[src/rtl/pc_fetch_sequencer_if.sv]
// Bus between the fetch sequencer and its RAM, ALU and control environment.
// The master modport is the sequencer's view; slave is the environment's.
interface pc_fetch_sequencer_if #(
    parameter int ADDR_W  = 16,
    parameter int INSTR_W = 32,
    parameter int CNT_W   = 16
);
    logic               stall;
    logic               branch_valid;
    logic [ADDR_W-1:0]  branch_target;
    logic               alu_ready;
    logic [INSTR_W-1:0] instruction_from_RAM;
    logic [ADDR_W-1:0]  ram_addr;
    logic [INSTR_W-1:0] instruction_to_ALU;
    logic               instr_valid;
    logic [ADDR_W-1:0]  PC;
    logic               halted;
    logic [CNT_W-1:0]   fetch_count;

    modport master (
        input  stall, branch_valid, branch_target, alu_ready, instruction_from_RAM,
        output ram_addr, instruction_to_ALU, instr_valid, PC, halted, fetch_count
    );

    modport slave (
        output stall, branch_valid, branch_target, alu_ready, instruction_from_RAM,
        input  ram_addr, instruction_to_ALU, instr_valid, PC, halted, fetch_count
    );
endinterface

[src/rtl/pc_fetch_sequencer.sv]
// Program counter and instruction fetch sequencer: addresses RAM, waits out the read
// latency, issues to the ALU over valid/ready, handles branch redirect and halt.
module pc_fetch_sequencer #(
    parameter int                ADDR_W   = 16,
    parameter int                INSTR_W  = 32,
    parameter logic [ADDR_W-1:0] RESET_PC = {ADDR_W{1'b0}},
    parameter int                PC_STEP  = 1,
    parameter int                RAM_LAT  = 1,
    parameter int                OP_W     = 6,
    parameter logic [OP_W-1:0]   HALT_OP  = 6'h3F,
    parameter int                CNT_W    = 16
) (
    input logic                  clk,
    input logic                  rst,
    pc_fetch_sequencer_if.master bus
);
    localparam int                LAT_W    = 3;
    localparam logic [LAT_W-1:0]  LAT_LOAD = LAT_W'(RAM_LAT - 1);
    localparam logic [LAT_W-1:0]  LAT_ONE  = LAT_W'(1'b1);
    localparam logic [LAT_W-1:0]  LAT_ZERO = {LAT_W{1'b0}};
    localparam logic [ADDR_W-1:0] STEP     = ADDR_W'(PC_STEP);
    localparam logic [CNT_W-1:0]  CNT_ONE  = CNT_W'(1'b1);
    localparam logic [CNT_W-1:0]  CNT_MAX  = {CNT_W{1'b1}};

    typedef enum logic [1:0] {
        S_FETCH = 2'd0,
        S_WAIT  = 2'd1,
        S_ISSUE = 2'd2,
        S_HALT  = 2'd3
    } state_t;

    state_t             state_r, state_s;
    logic [ADDR_W-1:0]  pc_r, pc_s;
    logic [LAT_W-1:0]   lat_cnt_r, lat_cnt_s;
    logic [INSTR_W-1:0] instr_r, instr_s;
    logic               valid_r, valid_s;
    logic               halted_r, halted_s;
    logic [CNT_W-1:0]   cnt_r, cnt_s;

    logic               branch_s;
    logic               accept_s;
    logic               halt_op_s;
    logic [CNT_W-1:0]   cnt_inc_s;

    // Halt only blocks redirects; an accept in the branch cycle is still counted.
    assign branch_s  = bus.branch_valid && (state_r != S_HALT);
    assign accept_s  = (state_r == S_ISSUE) && bus.alu_ready;
    assign halt_op_s = (instr_r[INSTR_W-1 -: OP_W] == HALT_OP);
    assign cnt_inc_s = (cnt_r == CNT_MAX) ? cnt_r : (cnt_r + CNT_ONE);

    // State and datapath registers with synchronous reset.
    always_ff @(posedge clk) begin
        if (rst) begin
            state_r   <= S_FETCH;
            pc_r      <= RESET_PC;
            lat_cnt_r <= LAT_ZERO;
            instr_r   <= {INSTR_W{1'b0}};
            valid_r   <= 1'b0;
            halted_r  <= 1'b0;
            cnt_r     <= {CNT_W{1'b0}};
        end else begin
            state_r   <= state_s;
            pc_r      <= pc_s;
            lat_cnt_r <= lat_cnt_s;
            instr_r   <= instr_s;
            valid_r   <= valid_s;
            halted_r  <= halted_s;
            cnt_r     <= cnt_s;
        end
    end

    // Next-state logic; a live branch always restarts at FETCH.
    always_comb begin
        state_s = state_r;
        if (branch_s) begin
            state_s = S_FETCH;
        end else begin
            case (state_r)
                S_FETCH: state_s = bus.stall ? S_FETCH : S_WAIT;
                S_WAIT: begin
                    if (!bus.stall && (lat_cnt_r == LAT_ZERO)) state_s = S_ISSUE;
                    else                                       state_s = S_WAIT;
                end
                S_ISSUE: begin
                    if (!bus.alu_ready) state_s = S_ISSUE;
                    else if (halt_op_s) state_s = S_HALT;
                    else                state_s = S_FETCH;
                end
                S_HALT:  state_s = S_HALT;
                default: state_s = S_FETCH;
            endcase
        end
    end

    // Datapath next values: PC, latency counter, issue register, status.
    always_comb begin
        pc_s      = pc_r;
        lat_cnt_s = lat_cnt_r;
        instr_s   = instr_r;
        valid_s   = valid_r;
        halted_s  = halted_r;
        cnt_s     = cnt_r;
        if (branch_s) begin
            pc_s    = bus.branch_target;
            valid_s = 1'b0;
            if (accept_s) cnt_s = cnt_inc_s;
            else          cnt_s = cnt_r;
        end else begin
            case (state_r)
                S_FETCH: begin
                    if (!bus.stall) lat_cnt_s = LAT_LOAD;
                    else            lat_cnt_s = lat_cnt_r;
                end
                S_WAIT: begin
                    if (bus.stall) begin
                        lat_cnt_s = lat_cnt_r;
                    end else if (lat_cnt_r != LAT_ZERO) begin
                        lat_cnt_s = lat_cnt_r - LAT_ONE;
                    end else begin
                        instr_s = bus.instruction_from_RAM;
                        valid_s = 1'b1;
                    end
                end
                S_ISSUE: begin
                    if (bus.alu_ready) begin
                        valid_s = 1'b0;
                        cnt_s   = cnt_inc_s;
                        if (halt_op_s) halted_s = 1'b1;
                        else           pc_s     = pc_r + STEP;
                    end else begin
                        valid_s = valid_r;
                    end
                end
                S_HALT:  valid_s = 1'b0;
                default: valid_s = 1'b0;
            endcase
        end
    end

    assign bus.ram_addr           = pc_r;
    assign bus.PC                 = pc_r;
    assign bus.instruction_to_ALU = instr_r;
    assign bus.instr_valid        = valid_r;
    assign bus.halted             = halted_r;
    assign bus.fetch_count        = cnt_r;

endmodule

[src/flat_wrapper.sv]
// flat-port wrapper written by rule: the top's interface ports become plain ports
module pc_fetch_sequencer_flat 
#(
    parameter int                ADDR_W   = 16,
    parameter int                INSTR_W  = 32,
    parameter logic [ADDR_W-1:0] RESET_PC = {ADDR_W{1'b0}},
    parameter int                PC_STEP  = 1,
    parameter int                RAM_LAT  = 1,
    parameter int                OP_W     = 6,
    parameter logic [OP_W-1:0]   HALT_OP  = 6'h3F,
    parameter int                CNT_W    = 16
)
  (clk, rst, bus_stall, bus_branch_valid, bus_branch_target, bus_alu_ready, bus_instruction_from_RAM, bus_ram_addr, bus_instruction_to_ALU, bus_instr_valid, bus_PC, bus_halted, bus_fetch_count);
  pc_fetch_sequencer_if #(.ADDR_W(ADDR_W), .INSTR_W(INSTR_W), .CNT_W(CNT_W)) bus_i ();
  input logic clk;
  input logic rst;
  input wire logic [$bits(bus_i.stall)-1:0] bus_stall;
  input wire logic [$bits(bus_i.branch_valid)-1:0] bus_branch_valid;
  input wire logic [$bits(bus_i.branch_target)-1:0] bus_branch_target;
  input wire logic [$bits(bus_i.alu_ready)-1:0] bus_alu_ready;
  input wire logic [$bits(bus_i.instruction_from_RAM)-1:0] bus_instruction_from_RAM;
  output wire logic [$bits(bus_i.ram_addr)-1:0] bus_ram_addr;
  output wire logic [$bits(bus_i.instruction_to_ALU)-1:0] bus_instruction_to_ALU;
  output wire logic [$bits(bus_i.instr_valid)-1:0] bus_instr_valid;
  output wire logic [$bits(bus_i.PC)-1:0] bus_PC;
  output wire logic [$bits(bus_i.halted)-1:0] bus_halted;
  output wire logic [$bits(bus_i.fetch_count)-1:0] bus_fetch_count;
  assign bus_i.stall = bus_stall;
  assign bus_i.branch_valid = bus_branch_valid;
  assign bus_i.branch_target = bus_branch_target;
  assign bus_i.alu_ready = bus_alu_ready;
  assign bus_i.instruction_from_RAM = bus_instruction_from_RAM;
  assign bus_ram_addr = bus_i.ram_addr;
  assign bus_instruction_to_ALU = bus_i.instruction_to_ALU;
  assign bus_instr_valid = bus_i.instr_valid;
  assign bus_PC = bus_i.PC;
  assign bus_halted = bus_i.halted;
  assign bus_fetch_count = bus_i.fetch_count;
  pc_fetch_sequencer #(.ADDR_W(ADDR_W), .INSTR_W(INSTR_W), .RESET_PC(RESET_PC), .PC_STEP(PC_STEP), .RAM_LAT(RAM_LAT), .OP_W(OP_W), .HALT_OP(HALT_OP), .CNT_W(CNT_W)) u_core (.clk(clk), .rst(rst), .bus(bus_i));
endmodule
[config.mk]
export PLATFORM = sky130hd
export DESIGN_NAME = pc_fetch_sequencer_flat
export DESIGN_NICKNAME = d
export VERILOG_FILES = /design/src/rtl/pc_fetch_sequencer_if.sv /design/src/rtl/pc_fetch_sequencer.sv /design/src/flat_wrapper.sv
export SDC_FILE = /design/constraint.sdc
export NUM_CORES = 1
export LEC_CHECK = 0
export ABC_AREA = 1
export CAP_MARGIN = 20
export CORE_UTILIZATION = 48
export CTS_CLUSTER_DIAMETER = 50
export DETAILED_ROUTE_END_ITERATION = 7
export GPL_TIMING_DRIVEN = 0
export PLACE_DENSITY_LB_ADDON = 0.25
export SLEW_MARGIN = 20
export SYNTH_ARGS = -nofsm -noshare
export SYNTH_HDL_FRONTEND = slang
export SYNTH_SLANG_ARGS = --single-unit
[constraint.sdc]
create_clock -name clk -period 2.4 [get_ports clk]
set_input_delay 0.24 -clock clk [delete_from_list [all_inputs] [get_ports clk]]
set_output_delay 0.24 -clock clk [all_outputs]
set_load 0.02 [all_outputs]
# --- Yosys cells after proc, flatten, opt, wreduce, memory -nomap -nowiden ---
# Cells that the tools add are included.
# Widths: inputs -> output; s select.
totals:
  wordCells: 66
  register_bits: 71
  inputBits: 53
classes:
  n_reduce_logical: 18
  eq_ne: 13
  addsub: 3
  bitwise_logic: 3
  n_mux: 22
op_table:
  columns: ["cell", "count"]
  rows:
  - ["$mux 16", 9]
  - ["$add 16x1->16 const B", 2]
  - ["$eq 16x16->1 const B", 1]
  - ["$ne 2x2->1 const B", 6]
  - ["$reduce_and 4->1", 3]
  - ["$mux 3", 3]
  - ["$pmux 2 s4", 1]
  - ["$eq 6x6->1 const B", 1]
  - ["$mux 2", 3]
  - ["$pmux 3 s2", 1]
  - ["$reduce_and 3->1", 2]
  - ["$reduce_bool 2->1", 3]
  - ["$reduce_bool 3->1", 2]
  - ["$reduce_and 5->1", 1]
  - ["$eq 2x2->1 const B", 2]
  - ["$mux 1", 4]
  - ["$ne 2x1->1 const B", 2]
  - ["$logic_and 1x1->1", 3]
  - ["$logic_not 3->1", 1]
  - ["$not 1->1", 3]
  - ["$pmux 1 s3", 1]
  - ["$sub 3x1->3 const B", 1]
  - ["$eq 2x1->1 const B", 1]
  - ["$logic_not 2->1", 1]
  - ["2 further kinds", 2]

# --- Depth between registers and ports, before layout ---
# Gate-level depths: netlist of run 1.
depth:
  ltp_word: 5
  depth_mapped: 10

# --- Worst setup path after synthesis of run 1 ---
# Ideal clock, no wire load.
synth_timing:
  path_type: "reg-to-reg"
  startpoint: "register u_core.cnt_r[0], in the netlist u_core.bus.fetch_count[0]"
  endpoint: "register u_core.cnt_r[4], in the netlist u_core.bus.fetch_count[4]"
  t_required_ns: 2.261
  setup_time_ns: 0.139
  arrival_ns: 1.614
  stages_incl_launch_ff: 10
  slack_ns: 0.647
  synth_period_minus_slack_ns: 1.753
  cell_sequence: "dfxtp_1 -> ha_1 -> nand3_2 -> nor3_4 -> inv_2 -> nor2_1 -> nor2_4 -> buf_6 -> nand2_1 -> a21oi_2"
synth_via:
  elab_chain_len: 5
  elab_cells_between_ends: 7
  classes_between: "add/sub: 1; eq/ne: 1; mux: 5"
synth_lines:
  columns: ["element", "line_no", "rtl"]
  rows:
  - ["start: declaration", "pc_fetch_sequencer.sv:38", "logic [CNT_W-1:0] cnt_r, cnt_s;"]
  - ["start signal: assignment", "pc_fetch_sequencer.sv:60", "cnt_r <= {CNT_W{1'b0}};"]
  - ["start signal: assignment", "pc_fetch_sequencer.sv:68", "cnt_r <= cnt_s;"]
  - ["$add 16x1->16 / $eq 16x16->1 (equally long branches)", "pc_fetch_sequencer.sv:49", "assign cnt_inc_s = (cnt_r == CNT_MAX) ? cnt_r : (cnt_r + CNT_ONE);"]
  - ["$mux 16 *", "pc_fetch_sequencer.sv:49", null]
  - ["$mux 16", "pc_fetch_sequencer.sv:125", "if (bus.alu_ready) begin"]
  - ["$mux 16", "pc_fetch_sequencer.sv:109", "case (state_r)"]
  - ["$mux 16 *", "pc_fetch_sequencer.sv:103", "if (branch_s) begin"]
# Mark *: on every way between the ends. The rest lies on a longest branch, timed or not. The select of a mux whose other input is x is not followed.
# A chain may end at the register's enable or synchronous reset.

# --- Worst setup path in the final report of run 1 ---
layout_timing:
  startpoint: "register u_core.pc_r[0], in the netlist u_core.bus.PC[0]"
  endpoint: "register u_core.pc_r[8], in the netlist u_core.bus.PC[8]"
layout_via:
  elab_chain_len: 5
layout_lines:
  columns: ["element", "line_no", "rtl"]
  rows:
  - ["start: declaration", "pc_fetch_sequencer.sv:33", "logic [ADDR_W-1:0] pc_r, pc_s;"]
  - ["start signal: assignment", "pc_fetch_sequencer.sv:63", "pc_r <= pc_s;"]
  - ["$add 16x1->16", "pc_fetch_sequencer.sv:129", "else pc_s = pc_r + STEP;"]
  - ["$mux 16", "pc_fetch_sequencer.sv:128", "if (halt_op_s) halted_s = 1'b1;"]
  - ["$mux 16", "pc_fetch_sequencer.sv:125", null]
  - ["$mux 16", "pc_fetch_sequencer.sv:109", null]
  - ["$mux 16", "pc_fetch_sequencer.sv:103", null]
# No other way between the ends. The select of a mux whose other input is x is not followed.

==> results.json, run 1 <==
{
  "hpwlAfterDp_um": 7550,
  "antenna_cells": 0,
  "final_cells": 798,
  "fin_hold_ws_ns": 0.466,
  "p_per_area_nw_per_um2": 486,
  "worst_ep_required_time_ns": 2.64,
  "area_growth_pct": 44.4,
  "h-tree-depth": 3,
  "synth_edf_count": 0,
  "internal-power_mw": 1.90,
  "drive_above_1_share_pct": 7.58,
  "yosys_warnings": 0,
  "routed_via_density": 5.13,
  "fmax_mhz": 529,
  "critical_path_class": "reg -> reg",
  "final_max_slew_viol_count": 0,
  "cts_setup_buffers": 0,
  "yosysTopAreaCell": "dfxtp_1",
  "clock_latency_ns": 0.35,
  "tightest_slew_ns": 0.619,
  "synth.most_common_cell": "nor2_1",
  "drt-initial-drc-count": 216,
  "status": "complete, no violations",
  "clock-sinks": 71,
  "synth_area_leaders": "dfxtp_1 38%, nor2_1 12%, nand2_1 12%",
  "nets": 752,
  "coreArea_um2": 7370,
  "syn-cell-area_um2": 3700,
  "period_minus_slack_ns": 1.89,
  "relSlewSlack_pct": 58.7,
  "io_buffer_count": 134,
  "grt_pass1_vias": 3859,
  "startpoint_type": "flop",
  "grt_usage_pct": 26.1,
  "initial_core_util_pct": 50.2,
  "drv_cap": 0,
  "wl_um": 10200,
  "syn_avg_cell_area_um2": 6.73,
  "cts-hold-fix-buffers": 0,
  "multi_input_area_um2": 1870,
  "num_rows": 31,
  "synth-main-ff-cell": "dfxtp_1",
  "grt_pass1_wl_um": 17200,
  "skew_ns": 0.00832,
  "path_clk_slew_ns": 0.07,
  "overflow": 0,
  "synth_common_cells": "115 x nor2_1, 114 x nand2_1, 71 x dfxtp_1, 45 x o21ai_0",
  "ys_ff_latch": 71,
  "fill_cells": 591,
  "fp.dieArea_um2": 8060,
  "cts_tree": "yes",
  "num_vias": 4095,
  "io_pins": 135,
  "worstSetupEndpointType": "flop",
  "hold_viol_final": 0,
  "die_x_um": 89.8,
  "cts-root-buf": "clkbuf_8",
  "crit_fanout": 8,
  "synth_fp_nets": 607,
  "finalSetupViolCount": 0,
  "finalCritPeriodShare_pct": 78.7,
  "clk_path_buf_depth": 2,
  "power.leakage_nw": 2.13,
  "cts_resized": 0,
  "ys_seq_area_share_pct": 38.4,
  "syn-instance-count": 550,
  "pwr-share-clk_pct": 35.6,
  "min_path_type": "reg -> reg",
  "ir_worst_vdd_uv": 325,
  "arrival_ns": 2.13,
  "antenna_found_initial": 0,
  "gp_congestion": 0.909,
  "power_frac_seq_pct": 48.3,
  "pwr-share-comb_pct": 16.1,
  "grt_max_degree": 12,
  "synth_top_area_share_pct": 38.4,
  "antenna_left": 0,
  "async_reset_ff_share_pct": 0,
  "wl_per_cell_um": 12.7,
  "first_pass_iters": 5,
  "final_util_pct": 72.5,
  "seq_area_um2": 1420,
  "dp_cells": 783,
  "synth.lib_cells_used.distinct": 31,
  "p_sw_mw": 0.690,
  "drc": 0,
  "die_h_um": 89.8,
  "switching_share_pct": 26.6,
  "numCtsBuffers": 9,
  "p_total_mw": 2.60,
  "tns_ns": 0,
  "rsz0062_at_grt": "no"
}
## final timing paths
check	from	to	slack (ns)	cells past startpoint
setup / recovery	u_core.bus.PC[0]$_SDFFE_PP0P_	u_core.bus.PC[8]$_SDFFE_PP0P_	0.51	8
hold / removal	u_core.bus.halted$_SDFFE_PP0P_	u_core.bus.halted$_SDFFE_PP0P_	0.47	2
setup reg to reg	u_core.bus.PC[0]$_SDFFE_PP0P_	u_core.bus.PC[8]$_SDFFE_PP0P_	0.51	8
hold reg to reg	u_core.bus.halted$_SDFFE_PP0P_	u_core.bus.halted$_SDFFE_PP0P_	0.47	2
## cell usage in the layout, fill, tap and decap left out, types with 2 or more instances in the layout
master / netlist / final
o21ai_0: 45 / 45
clkdlybuf4s50_1: 0 / 134
clkbuf_1: 13 / 15
buf_2: 5 / 5
ha_1: 4 / 4
nor3_1: 6 / 6
nand4_1: 8 / 8
nor2_1: 115 / 115
dfxtp_1: 71 / 71
nand2_1: 114 / 114
clkinv_2: 0 / 2
nand3_1: 44 / 44
buf_6: 4 / 4
a21oi_2: 8 / 8
a21oi_1: 26 / 26
nor2_4: 2 / 2
inv_1: 44 / 44
xor2_1: 7 / 7
clkbuf_8: 0 / 9
buf_4: 16 / 16
xnor2_1: 5 / 5
## stage by stage
stage	cell area [µm²]	worst slack [ns]
final	5340	0.510
after global routing	5340	0.340
after CTS	5340	0.544
after detailed placement	5160	0.377
after global placement	5160	0.410
after floorplan	3700	0.647
## worst max-delay path, stage by stage, from the launching register on
cell,delay [ns]
dfxtp_1,0.47
ha_1,0.25
nand3_1,0.12
nor2_1,0.45
nand2_1,0.09
o21ai_0,0.17
nand3_1,0.09
nand2_1,0.09
inv_1,0.06
## registers in the layout, indices dropped and copies added, names as in the netlist
register / cells
u_core.lat_cnt_r: 3
u_core.bus.instr_valid: 1
u_core.bus.instruction_to_ALU: 32
u_core.bus.fetch_count: 16
u_core.state_r: 2
u_core.bus.halted: 1
u_core.bus.PC: 16
## kinds of logic (layout without fill, tap and decap cells)
family	count (synthesis)	count (layout)	share of synthesized area [%]
buffers and inverters	84	233	11.1
flip-flops	71	71	38.4
AND/OR/NAND/NOR	292	292	32.8
XOR/XNOR	12	12	2.84
adder cells (fa/ha/maj)	4	4	1.35
AO/OA/AOI/OAI	87	87	13.4
## power by group through the flow
stage | logic, mW | registers, mW | clock network, mW
finish | 0.417 | 1.25 | 0.924
global route | 0.453 | 1.26 | 0.985
CTS | 0.418 | 1.25 | 0.938
detailed placement | 0.415 | 1.28 | 0
global placement | 0.408 | 1.28 | 0
floorplan | 0.168 | 1.31 | 0
## per-layer routing
metal  wire length (µm)  vias to the layer above  GRT usage, %
li1                   -                     2042             -
met1               4010                     1857          28.8
met2               4900                      174          45.1
met3               1050                       22          9.73
met4                209                        0          11.1
met5                  0                        -             0
## cell type report
type / count / share of cell area (%)
Buffer: 38 / 4.47
Clock buffer: 11 / 2.46
Clock inverter: 4 / 0.890
Inverter: 46 / 3.23
Multi-Input combinational cell: 395 / 34.9
Sequential cell: 71 / 26.6
Tap cell: 99 / 2.32
Timing Repair Buffer: 134 / 25.1
No activity file was read; power rests on OpenSTA's default activity.
==> run 2, diff against run 1 <==
--- a/config.mk
+++ b/config.mk
@@ -7,7 +7,7 @@
 export LEC_CHECK = 0
 export ABC_AREA = 1
 export CAP_MARGIN = 20
-export CORE_UTILIZATION = 48
+export CORE_UTILIZATION = 45
 export CTS_CLUSTER_DIAMETER = 50
 export DETAILED_ROUTE_END_ITERATION = 7
 export GPL_TIMING_DRIVEN = 0
==> constraint.sdc (replaced) <==
create_clock -name clk -period 1.86 [get_ports clk]
set_input_delay 0.186 -clock clk [delete_from_list [all_inputs] [get_ports clk]]
set_output_delay 0.186 -clock clk [all_outputs]
set_load 0.02 [all_outputs]
==> results.json, run 2 (synthesized netlist as in run 1, its figures left out) <==
{
  "overflow": 0,
  "stdcell_area_um2": 5400,
  "p_sw_mw": 0.907,
  "whs_path_depth": 3,
  "grt_usage_pct": 24.5,
  "power_frac_seq_pct": 47.5,
  "die_h_um": 92.7,
  "final_common_cell": "clkdlybuf4s50_1",
  "critical_path_class": "reg -> out",
  "grtUsageMet3_pct": 8.05,
  "final_max_slew_viol_count": 0,
  "fp.dieArea_um2": 8590,
  "antenna_found_initial": 0,
  "crit_cells": 2,
  "p_total_mw": 3.40,
  "crit_family": "buffers and inverters",
  "fmax_mhz": 559,
  "reg2reg_depth": 9,
  "initial_core_util_pct": 47.1,
  "finalSetupViolCount": 0,
  "cts-root-buf": "clkbuf_8",
  "pwr-share-clk_pct": 36.6,
  "path_cells": "buf_4, clkdlybuf4s50_1",
  "arrival_ns": 1.60,
  "fill_cells": 704,
  "use_met1_pct": 28.9,
  "critPathBufInv": 2,
  "power.leakage_nw": 2.15,
  "h-tree-depth": 3,
  "pwr-share-comb_pct": 15.9,
  "clock-sinks": 71,
  "wl_um": 10200,
  "min_path_type": "in -> reg",
  "clock_latency_ns": 0.34,
  "slowest_delay_ns": 0.59,
  "switching_share_pct": 26.6,
  "hpwlAfterDp_um": 7690,
  "dp_cells": 786,
  "antenna_cells": 0,
  "drc": 0,
  "ff2ff_setup_slack_ns": 0.08,
  "drive_above_1_share_pct": 8.84,
  "wl_per_cell_um": 12.7,
  "status": "complete, no violations",
  "grt_pass1_wl_um": 17000,
  "tightest_slew_ns": 0.617,
  "drt-initial-drc-count": 237,
  "numCtsBuffers": 9,
  "gp_congestion": 0.921,
  "crit_fanout": 7,
  "use_met2_pct": 41.0,
  "coreArea_um2": 7850,
  "io_pins": 135,
  "num_rows": 32,
  "worstSetupEndpointType": "output pin",
  "cp_slowest_cell": "clkdlybuf4s50_1",
  "finalCritPeriodShare_pct": 96.2,
  "dp_slack_ns": -0.117,
  "clk_path_buf_depth": 2,
  "final_cells": 803,
  "hold_viol_final": 0,
  "relSlewSlack_pct": 58.9,
  "nets": 754,
  "largest_reg_flops": 32,
  "seq_area_um2": 1420,
  "skew_ns": 0.0109,
  "path_clk_slew_ns": 0.08,
  "drv_cap": 0,
  "antenna_left": 0,
  "place_area_um2": 5170,
  "cts_tree": "yes",
  "internal-power_mw": 2.50,
  "multi_input_area_um2": 1880,
  "postLayoutSetupSlackWorst_ns": 0.0714,
  "io_buffer_count": 134,
  "area_growth_pct": 46.0,
  "period_minus_slack_ns": 1.79,
  "worst_ep_required_time_ns": 1.67,
  "num_vias": 4079,
  "routed_via_density": 5.08,
  "top_usage_layer": "met2",
  "first_pass_iters": 5,
  "startpoint_type": "flop",
  "p_per_area_nw_per_um2": 631,
  "grt_pass1_vias": 3754,
  "grt_max_degree": 13,
  "die_x_um": 92.7,
  "ir_worst_vdd_uv": 451,
  "final_cell_mix": "134 x clkdlybuf4s50_1, 114 x nand2_1, 113 x nor2_1"
}
==> run 2: per-layer routing <==
metal	share of wire, %	vias up
li1	-	2045
met3	9.1	23
met5	0	-
met4	1.8	0
met2	47	168
met1	42	1843
==> run 2: power by group through the flow <==
| stage | clock [mW] | sequential [mW] | combinational (mW) |
|---|---|---|---|
| 5_1_grt | 1.34 | 1.63 | 0.587 |
| 3_5_place_dp | 0 | 1.65 | 0.538 |
| 3_3_place_gp | 0 | 1.65 | 0.528 |
| 6_report | 1.25 | 1.62 | 0.540 |
| 2_1_floorplan | 0 | 1.69 | 0.217 |
| 4_1_cts | 1.27 | 1.62 | 0.541 |
==> run 2: worst paths after layout <==
kind / to / startpoint
hold / removal: u_core.bus.instruction_to_ALU[15]$_SDFFE_PP0P_ / bus_instruction_from_RAM[15]
setup / recovery: bus_ram_addr[0] / u_core.bus.PC[0]$_SDFFE_PP0P_
hold reg to reg: u_core.bus.halted$_SDFFE_PP0P_ / u_core.bus.halted$_SDFFE_PP0P_
setup reg to reg: u_core.bus.fetch_count[10]$_SDFFE_PP0P_ / u_core.bus.fetch_count[0]$_SDFFE_PP0P_
==> run 2: worst register-to-register path: cells and delay by family (launching register included) <==
kind / cells / cell delay, ns
AND/OR/NAND/NOR: 5 / 0.73
AO/OA/AOI/OAI: 1 / 0.05
flip-flops: 1 / 0.40
buffers and inverters: 2 / 0.23
adder cells (fa/ha/maj): 1 / 0.24
==> run 2: timing repair <==
action | 4_1_cts | 5_1_grt
pin swaps | 0 | 1
setup endpoints to repair | 2 | 48
setup buffers | 0 | 2
endpoints found under the hold margin | 0 | 0
hold buffers | 0 | 0
resized for setup | 1 | 6
cloned | 0 | 0
==> run 2: metrics by stage <==
stage	hold WS [ns]	utilization [%]	TNS, ns
floorplan	0.255	-	0
global placement	0.443	65.9	-1.74
detailed placement	0.446	65.9	-2.60
CTS	0.415	68.4	0
global route	0.425	68.8	-0.0383
finish	0.429	68.8	0
==> run 2: layout make-up <==
| cell class | instances | area share [%] |
|---|---|---|
| Multi-Input combinational cell | 395 | 34.9 |
| Sequential cell | 71 | 26.4 |
| Timing Repair Buffer | 136 | 25.1 |
| Buffer | 38 | 4.43 |
| Inverter | 46 | 3.20 |
| Clock buffer | 10 | 2.55 |
| Tap cell | 102 | 2.36 |
| Clock inverter | 5 | 1.09 |
